--- src/rtl/mfm_write_encoder.sv ---
// MFM write encoder: one-word holding register feeding a shifter, MSB-first cells of 2*HALF_CELL clocks.
// flux/pulse registered one clock after the deciding cycle; ready is holding-empty, back-to-back words with no gap.
module mfm_write_encoder #(
    parameter int HALF_CELL = 4,
    parameter int WIDTH     = 16
) (
    input  logic             clk,
    input  logic             rst,
    input  logic             en,
    input  logic [WIDTH-1:0] data,
    input  logic             valid,
    output logic             ready,
    output logic             flux,
    output logic             pulse,
    output logic             busy,
    output logic             underrun
);
    localparam int              IW       = (WIDTH > 1) ? $clog2(WIDTH) : 1;
    localparam logic [7:0]      CNT_LAST = 8'(HALF_CELL - 1);
    localparam logic [IW-1:0]   IDX_TOP  = IW'(WIDTH - 1);

    typedef enum logic [1:0] {
        IDLE      = 2'd0,
        CLK_HALF  = 2'd1,
        DATA_HALF = 2'd2
    } state_t;

    state_t           state_q, state_d;
    logic [7:0]       cnt_q, cnt_d;
    logic [WIDTH-1:0] hold_q, hold_d;
    logic             hold_full_q, hold_full_d;
    logic [WIDTH-1:0] shift_q, shift_d;
    logic [IW-1:0]    idx_q, idx_d;
    logic             prev_q, prev_d;
    logic             flux_q, flux_d;
    logic             pulse_q, pulse_d;
    logic             underrun_q, underrun_d;

    logic cur_bit;
    logic cnt_wrap;
    logic accept;

    assign cur_bit  = shift_q[WIDTH-1];
    assign cnt_wrap = (cnt_q == CNT_LAST);
    assign accept   = valid && !hold_full_q;

    always_comb begin
        state_d     = state_q;
        cnt_d       = cnt_q;
        hold_d      = hold_q;
        hold_full_d = hold_full_q;
        shift_d     = shift_q;
        idx_d       = idx_q;
        prev_d      = prev_q;
        flux_d      = flux_q;
        pulse_d     = 1'b0;
        underrun_d  = underrun_q && en;

        // Accept only into an empty holding register, so it never collides with a reload.
        if (accept) begin
            hold_d      = data;
            hold_full_d = 1'b1;
        end

        unique case (state_q)
            IDLE: begin
                if (en && hold_full_q) begin
                    state_d     = CLK_HALF;
                    cnt_d       = '0;
                    shift_d     = hold_q;
                    hold_full_d = 1'b0;
                    idx_d       = IDX_TOP;
                    prev_d      = 1'b0;
                end
            end
            CLK_HALF: begin
                if (cnt_q == '0 && !cur_bit && !prev_q) begin
                    flux_d  = ~flux_q;
                    pulse_d = 1'b1;
                end
                if (cnt_wrap) begin
                    state_d = DATA_HALF;
                    cnt_d   = '0;
                end else begin
                    cnt_d = cnt_q + 8'd1;
                end
            end
            DATA_HALF: begin
                if (cnt_q == '0 && cur_bit) begin
                    flux_d  = ~flux_q;
                    pulse_d = 1'b1;
                end
                if (cnt_wrap) begin
                    cnt_d  = '0;
                    prev_d = cur_bit;
                    if (idx_q != '0) begin
                        shift_d = shift_q << 1;
                        idx_d   = idx_q - 1'b1;
                        state_d = CLK_HALF;
                    end else if (en && hold_full_q) begin
                        // Seamless reload: prev-bit carries across the word boundary.
                        shift_d     = hold_q;
                        hold_full_d = 1'b0;
                        idx_d       = IDX_TOP;
                        state_d     = CLK_HALF;
                    end else begin
                        state_d = IDLE;
                        if (en) begin
                            underrun_d = 1'b1;
                        end
                    end
                end else begin
                    cnt_d = cnt_q + 8'd1;
                end
            end
            default: begin
                state_d = IDLE;
            end
        endcase
    end

    always_ff @(posedge clk) begin
        if (rst) begin
            state_q     <= IDLE;
            cnt_q       <= '0;
            hold_q      <= '0;
            hold_full_q <= 1'b0;
            shift_q     <= '0;
            idx_q       <= '0;
            prev_q      <= 1'b0;
            flux_q      <= 1'b0;
            pulse_q     <= 1'b0;
            underrun_q  <= 1'b0;
        end else begin
            state_q     <= state_d;
            cnt_q       <= cnt_d;
            hold_q      <= hold_d;
            hold_full_q <= hold_full_d;
            shift_q     <= shift_d;
            idx_q       <= idx_d;
            prev_q      <= prev_d;
            flux_q      <= flux_d;
            pulse_q     <= pulse_d;
            underrun_q  <= underrun_d;
        end
    end

    assign ready    = !hold_full_q;
    assign busy     = (state_q != IDLE);
    assign flux     = flux_q;
    assign pulse    = pulse_q;
    assign underrun = underrun_q;

endmodule

--- config.mk ---
export PLATFORM = sky130hd
export DESIGN_NAME = mfm_write_encoder
export DESIGN_NICKNAME = d
export VERILOG_FILES = /design/src/rtl/mfm_write_encoder.sv
export SDC_FILE = /design/constraint.sdc
export NUM_CORES = 1
export LEC_CHECK = 0
export BUFFER_PORTS_ARGS = -buffer_cell sky130_fd_sc_hd__buf_2
export CAP_MARGIN = 10
export CELL_PAD_IN_SITES_DETAIL_PLACEMENT = 1
export CELL_PAD_IN_SITES_GLOBAL_PLACEMENT = 1
export CORE_ASPECT_RATIO = 0.5
export CORE_MARGIN = 2
export CORE_UTILIZATION = 46
export CTS_BUF_LIST = sky130_fd_sc_hd__clkbuf_8
export DETAILED_ROUTE_END_ITERATION = 8
export PLACE_DENSITY_LB_ADDON = 0.1
export REMOVE_ABC_BUFFERS = 1
export SLEW_MARGIN = 20
export SYNTH_ARGS = -nofsm -noshare
export SYNTH_HDL_FRONTEND = slang
export SYNTH_SLANG_ARGS = --single-unit
export TNS_END_PERCENT = 10
--- constraint.sdc ---
create_clock -name clk -period 2.5 [get_ports clk]
set_input_delay 0.25 -clock clk [delete_from_list [all_inputs] [get_ports clk]]
set_output_delay 0.25 -clock clk [all_outputs]
set_load 0.1 [all_outputs]
# Word level (Yosys, flattened, before mapping)
# Cells that the tools add are included.
dict set report word_totals {
  reg_bits 51
  in_bits 20
}
dict set report classes {
  n_bitwise 1
  n_reduce_logical 22
  n_eq_ne 8
  n_addsub 2
  mux 36
}
# op count
set op_table {}
lappend op_table {{16-bit two-way mux} 3}
lappend op_table {{16-bit case mux with 2 select lines} 1}
lappend op_table {{1-bit two-way mux} 17}
lappend op_table {{8-bit two-way mux} 2}
lappend op_table {{8-bit case mux with 2 select lines} 1}
lappend op_table {{4-bit two-way mux} 3}
lappend op_table {{2-bit != test (second input constant)} 5}
lappend op_table {{3-bit AND reduction} 3}
lappend op_table {{8-bit by 1-bit adder with 8-bit output (second input constant)} 1}
lappend op_table {{8-bit by 2-bit == test with 1-bit output (second input constant)} 1}
lappend op_table {{8-bit logical NOT} 1}
lappend op_table {{1-bit case mux with 2 select lines} 4}
lappend op_table {{4-bit case mux with 2 select lines} 1}
lappend op_table {{2-bit nonzero test} 4}
lappend op_table {{1-bit logical AND} 6}
lappend op_table {{2-bit two-way mux} 3}
lappend op_table {{2-bit case mux with 3 select lines} 1}
lappend op_table {{2-bit AND reduction} 2}
lappend op_table {{4-bit nonzero test} 1}
lappend op_table {{4-bit by 1-bit subtractor with 4-bit output (second input constant)} 1}
lappend op_table {{1-bit logical NOT} 3}
lappend op_table {{2-bit by 1-bit == test with 1-bit output (second input constant)} 1}
lappend op_table {{2-bit == test (second input constant)} 1}
lappend op_table {{2-bit logical NOT} 1}
lappend op_table {{other kinds (2)} 2}

# Longest topological paths before layout
dict set report logic_depth {
  depth_word 7
  mapped_depth 8
}

# Worst setup path after synthesis
# Ideal clock, no wire load.
dict set report synth_path {
  path_kind {reg2reg}
  start {register state_q[0]}
  end {register shift_q[10]}
  n_path_buf 1
  required_time_ns 2.441
  t_arrival_ns 2.009
  path_slack_ns 0.431
  stages_incl_launch_ff 7
  period_less_slack_ns 2.069
  cell_sequence {dfxtp_1 > inv_1 > ha_1 > inv_1 > o31ai_2 > buf_2 > o32a_1}
}
dict set report synth_between {
  elab_chain_cells 3
  word_cells_on_any_way 6
  classes_between {eq/ne: 2; mux: 1; reduce/logical: 3}
}
# element line_no
set synth_rtl {}
lappend synth_rtl {{start: declaration} 28} ;# state_t state_q, state_d;
lappend synth_rtl {{start signal: assignment} 135} ;# state_q <= state_d;
lappend synth_rtl {{2-bit == test / 2-bit logical NOT (equally long branches)} 65} ;# unique case (state_q)
lappend synth_rtl {{2-bit != test (no line) / 2-bit nonzero test (equally long branches)} n/a}
lappend synth_rtl {{2-bit AND reduction (no line)} n/a}
lappend synth_rtl {{end signal: assignment} 139} ;# shift_q <= shift_d;
lappend synth_rtl {{end: declaration} 32} ;# logic [WIDTH-1:0] shift_q, shift_d;
# Parallel ways exist; a longest one is shown, timed or not.
# A chain may end at the register's enable or synchronous reset.

# Worst setup path after layout
dict set report layout_path {
  start {register state_q[0]}
  end {register shift_q[13]}
}
# The elaborated chain is that of the path after synthesis.

==> run metrics <==
cells resized by post-CTS repair=0; Post-layout nets=338; CP max-delay cell=dfxtp_1; sequential area share after synthesis=0.415; Avg WL per Cell=16.3 µm; P_leak=1.16 nW; Final Max Slew Viols=0; Hold Startpoint=data[9]; CP cell instances=inv_1 > ha_1 > and4bb_1 > a22o_2 > nor2_2 > buf_4 > o32a_1; CTS clk-pin slew, worst paths=~100 ps; hold buffer count at CTS=0; GP Congestion=approximately 0.81; EDFF count, synth=0; Clock Skews=15.3 ps; clk buf depth=2; Non-Filler Instances=382; Largest stage delay, worst path=380 ps; final setup margin=447 ps; Peak Freq=487 MHz; ys async rst share=0; worst reg2reg path depth=7; clk root buf=clkbuf_8; Pwr per Cell Area=634 mW/mm²; remaining antenna violation count after routing=0; placed instance count=374; Worst Hold Path EP=hold_q[9]$_SDFFE_PP0P_; Initial Util=0.488; slew at the pin with the worst max-slew slack=around 730 ps; period utilization=0.821; worst-skew pair later-pin latency=320 ps; worst slack, placed=458 ps; Top FF cell, synth=dfxtp_1; layout cells sized above 1=0.154; Via density=approximately 5.6; Commonest cells post-synth=dfxtp_1 (51), nand2_1 (44), nor2_1 (30); count leader, synth=dfxtp_1; WS Path Type=register to register; CTS buffer count=5; Cell variety after synth=53; diode count=0; row count=18; Tot GR Track Use=0.226; Max FO, Critical Path=10; flops & latches, synth=51; H-tree depth=2; die width=107 µm; CP startpoint kind=register; Post-Route Setup TNS=0 ps; RSZ-0062 raised after global routing=no; reg2reg start=state_q[0]$_SDFFE_PP0P_; WP data required=about 2800 ps; core area=0.00504 mm²; syn avg cell area=8.37 µm²; setup bufs post-CTS=0; hold path depth=3; Die Span Y=55.7 µm; RR Endpoint=shift_q[13]$_SDFFE_PP0P_; grt total ovfl=0; input/output buffers=24; die footprint=0.00599 mm²; synthesis-to-layout area growth=11.1%; HPWL Detailed=4070 µm; Area contributors post-synth=dfxtp_1 (41%), nand2_1 (6.7%), o32a_1 (5.7%), nor2_1 (4.6%), a21oi_1 (4.5%); cell count after synthesis=a little under 300; DR vias=2134; # clock sinks=51; Slew Limit Headroom=0.514; Iter 0 DRT Violations=48; filler cell count=about 630; drt pass-1 iters=6; final hold vios=0; synthesized area=~0.0025 mm²; initial antenna violation count=0; DRC viols=0; pin count of the biggest net entering global routing=33; Post-Route WL=6210 µm; max-cap viol count=0; Synth area leader=dfxtp_1; CTS tree=yes; first-pass GRT wire length=10600 µm; worst IR drop on VDD=379 µV; r2r setup slk=450 ps; crit path time final=2050 ps; synthesis warning total=0; Hold WC Path Type=input port to register; critical path data arrival time=about 2300 ps; vias in the first global route=2237; Worst setup EP type=register; setup violators final=0; io pins=25; top cell type's share of synthesized area=0.415; status=completed
-- registers in the layout (all words and copies together) (netlist names) --
register	cells
cnt_q	8
idx_q	4
pulse	1
flux	1
shift_q	16
hold_full_q	1
hold_q	16
state_q	2
prev_q	1
underrun	1
-- how the worst max path moves through the flow --
| stage | start | to | slack (ps) | cells past startpoint |
|---|---|---|---|---|
| 2_1_floorplan | state_q[0]$_SDFFE_PP0P_ | shift_q[10]$_SDFFE_PP0P_ | 300 | 5 |
| 3_3_place_gp | state_q[0]$_SDFFE_PP0P_ | shift_q[5]$_SDFFE_PP0P_ | 540 | 7 |
| 3_5_place_dp | state_q[0]$_SDFFE_PP0P_ | shift_q[13]$_SDFFE_PP0P_ | 460 | 7 |
| 4_1_cts | state_q[0]$_SDFFE_PP0P_ | shift_q[13]$_SDFFE_PP0P_ | 430 | 7 |
| 5_1_grt | state_q[1]$_SDFFE_PP0P_ | cnt_q[1]$_SDFFE_PP0P_ | 260 | 6 |
| 6_report | state_q[0]$_SDFFE_PP0P_ | shift_q[13]$_SDFFE_PP0P_ | 450 | 7 |
-- stage by stage --
stage          total power [mW]  hold WS, ps  area (µm²)  utilization
2_1_floorplan              1.04          319        2370            -
3_3_place_gp               1.11          441        2610        0.518
3_5_place_dp               1.12          447        2610        0.518
4_1_cts                    1.75          146        2740        0.542
5_1_grt                    1.82          145        2740        0.542
6_report                   1.73          155        2740        0.542
-- report_power, final --
group	switching, mW	internal (mW)	leakage [nW]
Sequential	0.0289	0.856	0.416
Combinational	0.137	0.0822	0.683
Clock	0.300	0.330	0.0618
Total	0.465	1.27	1.16
-- cell usage in the layout, fill, tap and decap left out, drive strengths merged, types with 2 or more instances in the layout --
| cell | instances |
|---|---|
| a21o | 2 |
| buf | 28 |
| a31oi | 5 |
| dfxtp | 51 |
| and2 | 2 |
| nand2 | 44 |
| nand2b | 2 |
| clkbuf | 6 |
| xnor2 | 4 |
| nor3b | 2 |
| inv | 14 |
| xor2 | 3 |
| a21bo | 2 |
| o32a | 14 |
| and3 | 15 |
| nand3 | 4 |
| nor3 | 2 |
| o21ai | 20 |
| a21oi | 22 |
| nor2 | 32 |
| or3b | 2 |
| ha | 7 |
| o21a | 2 |
| nand4 | 2 |
| mux2i | 2 |
-- final cells by class --
type	instances	area, µm²	share of cell area
clock buffers	6	82.6	0.0302
clock inverters	2	38.8	0.0142
inverters	13	48.8	0.0178
multi-input cells	212	1310	0.478
flip-flops and latches	51	1020	0.373
well taps	70	87.6	0.0320
repair buffers	28	150	0.0549
-- cell families (layout without fill, tap and decap cells) --
group	Yosys count	after routing	synth area share
AND/OR/NAND/NOR	115	115	0.235
adder cells (fa/ha/maj)	7	7	0.0356
buffers and inverters	31	49	0.0554
XOR/XNOR	7	7	0.0249
flip-flops	51	51	0.415
multiplexers	2	2	0.00813
AO/OA/AOI/OAI	81	81	0.226
-- critical path, delay by kind of cell, from the launching register on --
family	cells	cell delay (ps)
buffers and inverters	2	310
adder cells (fa/ha/maj)	1	300
flip-flops	1	380
AO/OA/AOI/OAI	2	440
AND/OR/NAND/NOR	2	580
-- routing by layer --
layer | vias up | track usage | share of wire
met3 | 5 | 0.0539 | 0.021
met1 | 1042 | 0.277 | 0.49
met5 | - | 0 | 0
met2 | 15 | 0.398 | 0.48
met4 | 0 | 0.0623 | 0.0077
li1 | 1072 | - | -
No activity file was read; power rests on OpenSTA's default activity.
